### config.mk
export PLATFORM = sky130hd
export DESIGN_NAME = llc_bus_snoop_responder
export DESIGN_NICKNAME = d
export VERILOG_FILES = /design/src/rtl/llc_bus_snoop_responder.sv
export SDC_FILE = /design/constraint.sdc
export NUM_CORES = 1
export LEC_CHECK = 0
export BUFFER_PORTS_ARGS = -buffer_cell sky130_fd_sc_hd__clkbuf_2
export CAP_MARGIN = 30
export CORE_UTILIZATION = 57
export CTS_CLUSTER_DIAMETER = 150
export DETAILED_ROUTE_END_ITERATION = 16
export GPL_ROUTABILITY_DRIVEN = 0
export GPL_TIMING_DRIVEN = 1
export PLACE_DENSITY = 0.8
export SLEW_MARGIN = 20
export SYNTH_ARGS = -nofsm -noshare
export SYNTH_HDL_FRONTEND = slang
export SYNTH_SLANG_ARGS = --single-unit
### constraint.sdc
create_clock -name clk -period 3.3 [get_ports clk]
set_input_delay 0.495 -clock clk [delete_from_list [all_inputs] [get_ports clk]]
set_output_delay 0.495 -clock clk [all_outputs]
set_load 0.01 [all_outputs]
### src/rtl/llc_bus_snoop_responder.sv
// rtl/llc_bus_snoop_responder.sv - bus-side snoop responder modelling the other caches for the LLC
// Queues LLC bus ops, looks up a snoop result per head entry, sequences HITM writebacks, counts ops.
module llc_bus_snoop_responder #(
  parameter int ADDR_W     = 32,
  parameter int FIFO_DEPTH = 4,
  parameter int WB_LATENCY = 3
) (
  input  logic              clk,
  input  logic              rst_n,
  input  logic              req_valid,
  output logic              req_ready,
  input  logic [2:0]        req_busop,
  input  logic [ADDR_W-1:0] req_addr,
  output logic              rsp_valid,
  input  logic              rsp_ready,
  output logic [1:0]        rsp_snoop,
  output logic [ADDR_W-1:0] rsp_addr,
  output logic              wb_active,
  output logic              hold,
  output logic [31:0]       cnt_reads,
  output logic [31:0]       cnt_writes,
  output logic [31:0]       cnt_inval,
  output logic [31:0]       cnt_rwim,
  output logic [31:0]       cnt_hitm
);

  localparam int PW = $clog2(FIFO_DEPTH);
  localparam int CW = (WB_LATENCY > 1) ? $clog2(WB_LATENCY) : 1;

  localparam logic [2:0] OP_READ  = 3'd1;
  localparam logic [2:0] OP_WRITE = 3'd2;
  localparam logic [2:0] OP_INVAL = 3'd3;
  localparam logic [2:0] OP_RWIM  = 3'd4;

  localparam logic [1:0] SNP_NOHIT    = 2'd0;
  localparam logic [1:0] SNP_HIT      = 2'd1;
  localparam logic [1:0] SNP_HITM     = 2'd2;
  localparam logic [1:0] SNP_NORESULT = 2'd3;

  typedef enum logic [1:0] {S_IDLE, S_LOOKUP, S_WB, S_RESP} state_e;

  state_e            state_q, state_d;
  logic [2:0]        op_mem_q   [FIFO_DEPTH];
  logic [ADDR_W-1:0] addr_mem_q [FIFO_DEPTH];
  logic [PW-1:0]     wr_ptr_q, rd_ptr_q;
  logic [PW:0]       occ_q, occ_d;
  logic [1:0]        snoop_q;
  logic [ADDR_W-1:0] raddr_q;
  logic [CW-1:0]     wb_cnt_q;
  logic [31:0]       reads_q, writes_q, inval_q, rwim_q, hitm_q;
  logic              push, pop;
  logic [1:0]        head_snoop;
  logic [2:0]        head_op;
  logic [ADDR_W-1:0] head_addr;

  function automatic logic [31:0] sat_inc(input logic [31:0] v);
    return (v == 32'hFFFF_FFFF) ? v : v + 32'd1;
  endfunction

  // Full blocks acceptance even when the head pops this cycle.
  assign req_ready = (occ_q != (PW+1)'(FIFO_DEPTH));
  assign push      = req_valid & req_ready & (req_busop != 3'd0) & (req_busop <= OP_RWIM);
  assign pop       = (state_q == S_RESP) & rsp_ready;
  assign occ_d     = occ_q + (PW+1)'(push) - (PW+1)'(pop);
  assign head_op   = op_mem_q[rd_ptr_q];
  assign head_addr = addr_mem_q[rd_ptr_q];

  always_comb begin
    head_snoop = SNP_NORESULT;
    if (head_op == OP_READ || head_op == OP_RWIM) begin
      case (head_addr[1:0])
        2'b00:   head_snoop = SNP_HIT;
        2'b01:   head_snoop = SNP_HITM;
        default: head_snoop = SNP_NOHIT;
      endcase
    end
  end

  always_ff @(posedge clk) begin
    if (push) begin
      op_mem_q[wr_ptr_q]   <= req_busop;
      addr_mem_q[wr_ptr_q] <= req_addr;
    end
  end

  always_ff @(posedge clk or negedge rst_n) begin
    if (!rst_n) begin
      wr_ptr_q <= '0;
      rd_ptr_q <= '0;
      occ_q    <= '0;
      snoop_q  <= '0;
      raddr_q  <= '0;
      wb_cnt_q <= '0;
      reads_q  <= '0;
      writes_q <= '0;
      inval_q  <= '0;
      rwim_q   <= '0;
      hitm_q   <= '0;
    end else begin
      occ_q <= occ_d;
      if (push) wr_ptr_q <= wr_ptr_q + 1'b1;
      if (pop)  rd_ptr_q <= rd_ptr_q + 1'b1;
      if (push && req_busop == OP_READ)  reads_q  <= sat_inc(reads_q);
      if (push && req_busop == OP_WRITE) writes_q <= sat_inc(writes_q);
      if (push && req_busop == OP_INVAL) inval_q  <= sat_inc(inval_q);
      if (push && req_busop == OP_RWIM)  rwim_q   <= sat_inc(rwim_q);
      if (state_q == S_LOOKUP) begin
        snoop_q  <= head_snoop;
        raddr_q  <= head_addr;
        wb_cnt_q <= CW'(WB_LATENCY - 1);
        if (head_snoop == SNP_HITM) hitm_q <= sat_inc(hitm_q);
      end else if (state_q == S_WB && wb_cnt_q != '0) begin
        wb_cnt_q <= wb_cnt_q - 1'b1;
      end
    end
  end

  always_ff @(posedge clk or negedge rst_n) begin
    if (!rst_n) state_q <= S_IDLE;
    else        state_q <= state_d;
  end

  always_comb begin
    state_d = state_q;
    case (state_q)
      S_IDLE:   if (occ_q != '0) state_d = S_LOOKUP;
      S_LOOKUP: state_d = (head_snoop == SNP_HITM) ? S_WB : S_RESP;
      S_WB:     if (wb_cnt_q == '0) state_d = S_RESP;
      S_RESP:   if (rsp_ready) state_d = (occ_d != '0) ? S_LOOKUP : S_IDLE;
      default:  state_d = S_IDLE;
    endcase
  end

  always_comb begin
    rsp_valid = (state_q == S_RESP);
    wb_active = (state_q == S_WB);
    hold      = (occ_q != '0) | (state_q != S_IDLE);
  end

  assign rsp_snoop  = snoop_q;
  assign rsp_addr   = raddr_q;
  assign cnt_reads  = reads_q;
  assign cnt_writes = writes_q;
  assign cnt_inval  = inval_q;
  assign cnt_rwim   = rwim_q;
  assign cnt_hitm   = hitm_q;

endmodule

==> flow_metrics.env, run 1 <==
export IMPL_grt_max_degree=65
export IMPL_worstMarginPinSlew_ns=0.9421
export IMPL_viasPerCell=5.810
export IMPL_crit_fanout=5
export IMPL_synthesis_area_um2=14820
export IMPL_start_util=0.5851
export IMPL_worstPathArrival_ns=3.07
export IMPL_netlist_instances=1068
export IMPL_clk_latency_ns=0.51
export IMPL_power_density_nw_per_um2=691.3
export IMPL_ys_types=49
export IMPL_n_antenna_cell=0
export IMPL_ctsResizeCount=0
export IMPL_first_pass_iters=5
export IMPL_startpoint_type="register"
export IMPL_fin_crit_sh=0.8116
export IMPL_skew_ns=0.01436
export IMPL_cts_tree="yes"
export IMPL_crit_path_start="occ_q[0]"
export IMPL_drtIter0Drc=814
export IMPL_cts_hold_buf=0
export IMPL_criticalPathCategory="register to register"
export IMPL_routed_wl_mm=31.97
export IMPL_clock_path_buffers=3
export IMPL_drive_gt1_frac=0.3001
export IMPL_track_usage=0.2435
export IMPL_route_detailed_drc=0
export IMPL_synth_seq_cells=345
export IMPL_p_leak_uw=0.007596
export IMPL_hold_viol=3
export IMPL_reg2reg_slack_ns=0.62
export IMPL_cap_violations=0
export IMPL_setup_violations=0
export IMPL_violations="hold timing"
export IMPL_maxSlewHeadroom=0.3719
export IMPL_chipWidth_um=163.2
export IMPL_postCtsSetupBuffers=0
export IMPL_reg2reg_depth=11
export IMPL_routedWlPerCell_um=18.88
export IMPL_utilization=0.7012
export IMPL_rows=58
export IMPL_slew_viol_final=0
export IMPL_cp_endpoint="state_q[0]"
export IMPL_holdWs_ns=-0.008035
export IMPL_cts_made_buffers=36
export IMPL_grt_pass1_vias=9580
export IMPL_irDropWorstVdd_mv=0.7648
export IMPL_critPathCaptureType="register"
export IMPL_grt_pass1_wl_mm=50.84
export IMPL_hpwl_mm=21.45
export IMPL_yosysSeqAreaShare=0.6299
export IMPL_root_buffer="clkbuf_16"
export IMPL_overflow=0
export IMPL_layout_min_cycle_time_ns=2.678
export IMPL_fin_nets=1393
export IMPL_htreeDepth=2
export IMPL_die_height_um=163.2
export IMPL_antenna_found_initial=0
export IMPL_grt_setup_unrepaired="no"
export IMPL_avgSynthCellArea_um2=13.87
export IMPL_clk_pin_slew_ns=0.06
export IMPL_synth_fp_nets=1125
export IMPL_r2r_end="state_q[0]"
export IMPL_fmax_ghz=0.3734
export IMPL_synthFlopType="dfrtp_1"
export IMPL_numClockSinks=345
export IMPL_vias=9836
export IMPL_ys_async_sr_fraction=0.5942
export IMPL_fp_coreArea_um2=25330
export IMPL_fin_ws_ns=0.6216
export IMPL_min_path_type="primary input to asynchronous set/reset pin"
export IMPL_timing_setup_tns_ns=0
export IMPL_synth_edf_count=140
export IMPL_port_buffers=236
export IMPL_dieArea_um2=26650
export IMPL_outcome="finished with violations"
export IMPL_cp_data_required_time_ns=3.69
export IMPL_yosys_warnings=0
export IMPL_syn2layout_area_growth_pct=19.84
export IMPL_dp_slack_ns=0.4713
export IMPL_r2r_start="occ_q[0]"
export IMPL_ant_nets=0
export IMPL_pin_count=237
-- worst min path at each step --
stage,end
after floorplan,cnt_hitm[0]
after global placement,cnt_inval[7]
after detailed placement,cnt_inval[27]
after CTS,rsp_addr[16]
after global routing,rsp_addr[16]
final,rsp_addr[15]
-- cells in the mapped netlist (3+ instances only) --
master    count  area (µm²)
a31oi_1       4       25.02
and2_1       13       81.33
and3_1       32       200.2
and4_1       16       140.1
buf_1         5       18.77
buf_2         3       15.01
clkbuf_1     23       86.33
dfrtp_1     205        5130
edfxtp_1    140        4204
ha_1         17       212.7
inv_1        24       90.09
mux2_2       36       405.4
mux4_2       35       788.3
nand2_1      51       191.4
nand3_1      68       340.3
nand4_1      81       506.7
nor2_1       30       112.6
nor2b_1       3       18.77
nor3_1       47       235.2
nor3b_1       3       22.52
nor4_1       22       137.6
nor4_2        7       87.58
o21ai_0       4       20.02
or3_1         5       31.28
or4_1         3       22.52
xnor2_1     106       928.4
xor2_1       56       490.5
-- final cells by class --
cell class	count	area [µm²]
flip-flops and latches	345	9335
clock buffers	44	972.2
fillers	1756	7569
well taps	330	412.9
multi-input cells	666	5254
repair buffers	263	1448
inverters	24	90.09
clock inverters	21	246.5
-- flip-flops by register name, indices dropped and copies added (netlist names) --
register    cells
addr_mem_q    128
cnt_hitm       32
cnt_inval      32
cnt_reads      32
cnt_rwim       32
cnt_writes     32
rsp_addr       32
op_mem_q       12
occ_q           3
rd_ptr_q        2
rsp_snoop       2
state_q         2
wb_cnt_q        2
wr_ptr_q        2
-- power by group --
part | internal [µW] | switching (µW)
clock network | 2500 | 1630
registers | 5070 | 394
logic | 1290 | 1390
total | 8860 | 3410
-- layout by cell type, fill, tap and decap left out, types with 24 or more instances in the layout --
master	synthesis	routed
nor3_1	47	47
mux4_2	35	35
nor2_1	30	30
clkbuf_2	0	235
and3_1	32	32
clkbuf_16	0	37
mux2_2	36	36
inv_1	24	24
nand4_1	81	81
dfrtp_1	205	204
nand2_1	51	51
nand3_1	68	68
xnor2_1	106	106
edfxtp_1	140	140
xor2_1	56	56
-- worst max-delay path, stage by stage, from the launching register on --
cell     delay (ns)
dfrtp_1        0.40
nor3b_1        0.56
nor3_1         0.14
inv_1          0.09
ha_1           0.13
inv_1          0.04
ha_1           0.18
fa_1           0.38
xnor2_1        0.14
xnor2_1        0.14
o31ai_1        0.24
a31oi_1        0.12
-- cell families (layout without fill, tap and decap cells) --
logic type      Yosys count  in the layout  synth area share
xor+xnor                162            162           0.09575
flops                   345            345            0.6299
simple gates            398            398            0.1544
compound gates           17             17          0.008022
mux                      71             71           0.08055
fa+ha+maj                18             18           0.01571
buf+inv                  57            352           0.01571
-- through the flow --
| step | cell area (µm²) | std cells | power (µW) | hold WS [ns] |
|---|---|---|---|---|
| detailed placement | 16530 | 1627 | 8261 | 0.4859 |
| global placement | 16520 | 1626 | 8115 | 0.4755 |
| floorplan | 14820 | 1068 | 7289 | 0.1994 |
| global route | 17760 | 1693 | 12860 | 0.02535 |
| CTS | 17750 | 1692 | 12400 | 0.007234 |
| finish | 17760 | 1693 | 12280 | -0.008035 |
-- metal layers --
layer / up-vias / track usage / wire length (µm)
li1: 4524 / - / -
met1: 4964 / 0.3356 / 13840
met5: - / 0 / 0
met3: 49 / 0.04774 / 2023
met4: 0 / 0.06967 / 728
met2: 299 / 0.3945 / 15380
Power figures use the tool's default switching activity.
==> run 2, diff against run 1 <==
==> constraint.sdc (replaced) <==
create_clock -name clk -period 2.6 [get_ports clk]
set_input_delay 0.39 -clock clk [delete_from_list [all_inputs] [get_ports clk]]
set_output_delay 0.39 -clock clk [all_outputs]
set_load 0.01 [all_outputs]
==> run 2 against run 1 <==
Against the previous run: register-to-register slack lost 0.48 ns; flip-flop and latch count is the same; clock power grew 24%; first-iteration DRC count shrank 8.8%; the flow now finishes without violations; final area grew 0.95%.
==> flow_metrics.env, run 2 (same netlist as run 1, synthesis figures left out) <==
export IMPL_outcome="complete, no violations"
export IMPL_worstPathArrival_ns=2.14
export IMPL_hold_viol=0
export IMPL_fin_nets=1409
export IMPL_routed_wl_mm=32.00
export IMPL_crit_chain="buf_4 > inv_1 > ha_1 > or4b_2 > clkbuf_2"
export IMPL_routedWlPerCell_um=18.72
export IMPL_numClockSinks=345
export IMPL_rows=58
export IMPL_utilization=0.7078
export IMPL_dp_slack_ns=-0.02441
export IMPL_clock_path_buffers=3
export IMPL_layout_common_cells="235 x clkbuf_2, 204 x dfrtp_1, 140 x edfxtp_1"
export IMPL_drive_gt1_frac=0.3043
export IMPL_viasPerCell=5.754
export IMPL_overflow=0
export IMPL_total_power_uw=15590
export IMPL_critPathCaptureType="output port"
export IMPL_timing_setup_tns_ns=0
export IMPL_fin_crit_sh=0.9738
export IMPL_pin_count=237
export IMPL_worstMarginPinSlew_ns=0.8292
export IMPL_maxSlewHeadroom=0.4421
export IMPL_clk_latency_ns=0.52
export IMPL_route_detailed_drc=0
export IMPL_dieArea_um2=26650
export IMPL_layout_min_cycle_time_ns=2.532
export IMPL_antenna_found_initial=0
export IMPL_grt_pass1_vias=9827
export IMPL_fmax_ghz=0.3950
export IMPL_root_buffer="clkbuf_16"
export IMPL_setup_violations=0
export IMPL_fp_coreArea_um2=25330
export IMPL_p_leak_uw=0.007676
export IMPL_irDropWorstVdd_mv=0.6697
export IMPL_min_path_type="primary input to register"
export IMPL_cap_violations=0
export IMPL_largest_reg_flops=128
export IMPL_track_usage=0.2470
export IMPL_fin_ws_ns=0.06805
export IMPL_cts_made_buffers=36
export IMPL_skew_ns=0.01304
export IMPL_htreeDepth=2
export IMPL_start_util=0.5851
export IMPL_ant_nets=0
export IMPL_holdWs_ns=0.08770
export IMPL_cts_tree="yes"
export IMPL_port_buffers=236
export IMPL_clk_pin_slew_ns=0.06
export IMPL_slowest_delay_ns=0.64
export IMPL_vias=9839
export IMPL_grt_pass1_wl_mm=51.77
export IMPL_critPathBufInv=3
export IMPL_syn2layout_area_growth_pct=20.98
export IMPL_slew_viol_final=0
export IMPL_crit_fanout=3
export IMPL_criticalPathCategory="register to output port"
export IMPL_top_register="addr_mem_q"
export IMPL_startpoint_type="register"
export IMPL_hpwl_mm=21.15
export IMPL_power_density_nw_per_um2=869.7
export IMPL_chipWidth_um=163.2
export IMPL_first_pass_iters=5
export IMPL_n_antenna_cell=0
export IMPL_cp_data_required_time_ns=2.21
export IMPL_grt_max_degree=67
export IMPL_drtIter0Drc=742
export IMPL_critical_path_top_delay_family="simple AND/OR/NAND/NOR gates"
export IMPL_die_height_um=163.2
export IMPL_mostFrequentLayoutCell="clkbuf_2"
export IMPL_cpMaxStageDelayCell="or4b_2"
## run 2: layout make-up
class	count	area [µm²]
Clock buffer	54	1018
Clock inverter	12	160.2
Fill cell	1716	7400
Inverter	24	90.09
Multi-Input combinational cell	666	5283
Sequential cell	345	9335
Tap cell	330	412.9
Timing Repair Buffer	279	1628
## run 2: worst paths after layout
path / slack (ns) / endpoint / from / depth (start not counted)
hold reg to reg: 0.49 / cnt_inval[7] / cnt_inval[7] / 1
hold / removal: 0.09 / addr_mem_q[3][15] / req_addr[15] / 1
min in group asynchronous: 0.47 / rsp_addr[15] / rst_n / 2
setup / recovery: 0.07 / hold / state_q[0] / 5
setup reg to reg: 0.14 / state_q[0] / state_q[0] / 10
max in group asynchronous: 1.41 / cnt_reads[8] / rst_n / 3
## run 2: repair_timing
item	in CTS	in global routing
resized for setup	1	4
pin swaps	0	2
hold endpoints to repair	61	0
hold buffers	1	0
buffers inserted	0	3
endpoints found under the setup margin	1	1
## run 2: worst register-to-register path, cell delays in order, from the launching register on
cell and delay (ns):
dfrtp_1 0.41, ha_2 0.22, and2_1 0.19, ha_1 0.28, inv_1 0.04, ha_1 0.19, fa_2 0.36, xnor2_2 0.15
xnor2_1 0.14, o31ai_1 0.25, a31oi_1 0.12
## run 2: through the flow
stage | instances | cell area [µm²]
global placement | 1640 | 16690
floorplan | 1068 | 14820
CTS | 1707 | 17890
global route | 1710 | 17930
detailed placement | 1640 | 16690
finish | 1710 | 17930
## run 2: per-layer routing
layer | track usage | vias to the layer above | part of all wire
met5 | 0 | - | 0
li1 | - | 4565 | -
met1 | 0.3404 | 4930 | 0.43
met3 | 0.05434 | 41 | 0.066
met2 | 0.3977 | 303 | 0.49
met4 | 0.06585 | 0 | 0.019
## run 2: power breakdown
| part | total (µW) | internal (µW) | leakage, µW | switching, µW |
|---|---|---|---|---|
| clock network | 5110 | 3030 | 0.000573 | 2070 |
| registers | 6940 | 6430 | 0.00396 | 505 |
| logic | 3550 | 1740 | 0.00314 | 1800 |
| total | 15600 | 11200 | 0.00768 | 4380 |
==> run 3, diff against run 2 <==
--- a/config.mk
+++ b/config.mk
@@ -7,12 +7,13 @@
 export LEC_CHECK = 0
 export BUFFER_PORTS_ARGS = -buffer_cell sky130_fd_sc_hd__clkbuf_2
 export CAP_MARGIN = 30
-export CORE_UTILIZATION = 57
+export CORE_ASPECT_RATIO = 1.25
+export CORE_UTILIZATION = 60
 export CTS_CLUSTER_DIAMETER = 150
 export DETAILED_ROUTE_END_ITERATION = 16
 export GPL_ROUTABILITY_DRIVEN = 0
 export GPL_TIMING_DRIVEN = 1
-export PLACE_DENSITY = 0.8
+export PLACE_DENSITY = 0.84
 export SLEW_MARGIN = 20
 export SYNTH_ARGS = -nofsm -noshare
 export SYNTH_HDL_FRONTEND = slang
==> constraint.sdc (replaced) <==
create_clock -name clk -period 2.95 [get_ports clk]
set_input_delay 0.4425 -clock clk [delete_from_list [all_inputs] [get_ports clk]]
set_output_delay 0.4425 -clock clk [all_outputs]
set_load 0.01 [all_outputs]
==> run 3 against run 2 <==
Against the previous run: wire length up 0.23%; critical path type is now register to register; critical path depth grew 6; final area decreased by 1.1%; first-iteration DRC count shrank 30%; via count hardly changed; clock power fell by 15%; worst setup slack improved by 0.25 ns; clock-buffer cell count fell by 6; flip-flop and latch count did not move; sequential power shrank 12%.
==> flow_metrics.env, run 3 (same netlist as run 1, synthesis figures left out) <==
export IMPL_fmax_ghz=0.3796
export IMPL_p_int_uw=9700
export IMPL_timing_setup_tns_ns=0
export IMPL_fin_crit_sh=0.8929
export IMPL_critPathCaptureType="register"
export IMPL_clk_pin_slew_ns=0.06
export IMPL_routedWlPerCell_um=19.00
export IMPL_layout_min_cycle_time_ns=2.634
export IMPL_fillCellCount=1594
export IMPL_root_buffer="clkbuf_16"
export IMPL_pin_count=237
export IMPL_grt_setup_unrepaired="no"
export IMPL_first_pass_iters=4
export IMPL_irDropWorstVdd_mv=0.5821
export IMPL_viasPerCell=5.833
export IMPL_cap_violations=0
export IMPL_total_power_uw=13500
export IMPL_layout_common_cells="235 x clkbuf_2, 204 x dfrtp_1, 140 x edfxtp_1"
export IMPL_criticalPathCategory="register to register"
export IMPL_grt_max_degree=76
export IMPL_min_path_type="primary input to register"
export IMPL_swShare=0.2815
export IMPL_track_usage=0.2634
export IMPL_top_usage_layer="met2"
export IMPL_seqPwrFrac=0.454
export IMPL_grtUsageMet1=0.3199
export IMPL_p_leak_uw=0.007583
export IMPL_outcome="complete, no violations"
export IMPL_numClockSinks=345
export IMPL_slew_viol_final=0
export IMPL_slowest_delay_ns=0.54
export IMPL_fp_coreArea_um2=23960
export IMPL_maxSlewHeadroom=0.4924
export IMPL_use_met3=0.06017
export IMPL_regArea_um2=9335
export IMPL_postCtsSetupBuffers=0
export IMPL_grt_pass1_vias=10020
export IMPL_start_util=0.6184
export IMPL_antenna_found_initial=2
export IMPL_critical_path_top_delay_family="adder cells"
export IMPL_rows=63
export IMPL_p_sw_uw=3800
export IMPL_drtIter0Drc=516
export IMPL_hold_viol=0
export IMPL_startpoint_type="register"
export IMPL_skew_ns=0.01928
export IMPL_dieArea_um2=25330
export IMPL_crit_chain="nor3b_1 > nor3_1 > inv_1 > ha_1 > inv_1 > ha_1 > fa_1 > xnor2_1 > xnor2_1 > o31ai_1 > a31oi_1"
export IMPL_cts_made_buffers=35
export IMPL_clk_latency_ns=0.51
export IMPL_overflow=0
export IMPL_clockPowerShare=0.320
export IMPL_worstPathArrival_ns=3.01
export IMPL_route_detailed_drc=0
export IMPL_power_density_nw_per_um2=761.2
export IMPL_cts_tree="yes"
export IMPL_drive_gt1_frac=0.3010
export IMPL_setup_violations=0
export IMPL_routed_wl_mm=32.08
export IMPL_worstMarginPinSlew_ns=0.7544
export IMPL_clock_path_buffers=3
export IMPL_crit_fanout=5
export IMPL_ant_nets=0
export IMPL_vias=9846
export IMPL_port_buffers=236
export IMPL_cp_data_required_time_ns=3.33
export IMPL_largest_reg_flops=128
export IMPL_met2_usage=0.4565
export IMPL_hpwl_mm=21.85
export IMPL_htreeDepth=2
export IMPL_die_height_um=177.7
export IMPL_chipWidth_um=142.6
export IMPL_p_comb_frac=0.227
export IMPL_syn2layout_area_growth_pct=19.69
export IMPL_top_register="addr_mem_q"
export IMPL_multiInputGateArea_um2=5264
export IMPL_cpMaxStageDelayCell="nor3b_1"
export IMPL_mostFrequentLayoutCell="clkbuf_2"
export IMPL_grt_pass1_wl_mm=51.86
export IMPL_fin_nets=1396
export IMPL_critPathBufInv=2
run 3: per-layer routing:
metal | vias to the layer above | wire length [µm]
met5 | - | 0
met1 | 4916 | 12320
li1 | 4536 | -
met3 | 59 | 2109
met2 | 335 | 16740
met4 | 0 | 913
run 3: final timing paths:
| check | from | end | slack (ns) | depth (start not counted) |
|---|---|---|---|---|
| max | occ_q[0] | state_q[0] | 0.32 | 11 |
| min | req_addr[14] | addr_mem_q[1][14] | 0.15 | 1 |
| max reg2reg | occ_q[0] | state_q[0] | 0.32 | 11 |
| min reg2reg | cnt_hitm[31] | cnt_hitm[31] | 0.50 | 1 |
| max in group asynchronous | rst_n | rsp_addr[7] | 1.58 | 3 |
| min in group asynchronous | rst_n | cnt_inval[7] | 0.54 | 2 |
run 3: cell type report:
| class | instances | area share |
|---|---|---|
| sequential | 345 | 0.5263 |
| multi-input combinational | 666 | 0.2968 |
| timing repair buffer | 267 | 0.08529 |
| clock buffer | 48 | 0.05616 |
| tap | 325 | 0.02293 |
| clock inverter | 12 | 0.007266 |
| inverter | 24 | 0.005079 |
| antenna | 1 | 0.0001411 |
run 3: stage by stage:
stage | cell area (µm²) | utilization | worst slack (ns) | std cells | hold slack (ns)
floorplan | 14820 | - | 0.2785 | 1068 | 0.1469
global placement | 16590 | 0.6925 | 0.2465 | 1626 | 0.4795
detailed placement | 16590 | 0.6925 | 0.1566 | 1626 | 0.4864
CTS | 17730 | 0.7398 | 0.1180 | 1687 | 0.1270
global route | 17740 | 0.7401 | 0.07183 | 1688 | 0.1379
finish | 17740 | 0.7401 | 0.3159 | 1688 | 0.1468
run 3: worst reg2reg max path, stage by stage (launching register included):
cell and delay, ns:
dfrtp_1 0.40, nor3b_1 0.54, nor3_1 0.14, inv_1 0.10, ha_1 0.13, inv_1 0.04
ha_1 0.19, fa_1 0.39, xnor2_1 0.15, xnor2_1 0.14, o31ai_1 0.20, a31oi_1 0.11
run 3: timing repair:
action | in CTS | in global routing
hold buffers | 1 | 0
endpoints found under the hold margin | 72 | 0
setup endpoints to repair | 0 | 1
gates resized for setup | 0 | 1
run 3: power groups by stage:
stage / sequential, µW / combinational [µW] / clock [µW]
floorplan: 6240 / 1910 / 0
global placement: 6150 / 2960 / 0
detailed placement: 6210 / 3080 / 0
CTS: 6130 / 3110 / 4400
global route: 6200 / 3340 / 4580
finish: 6120 / 3060 / 4320
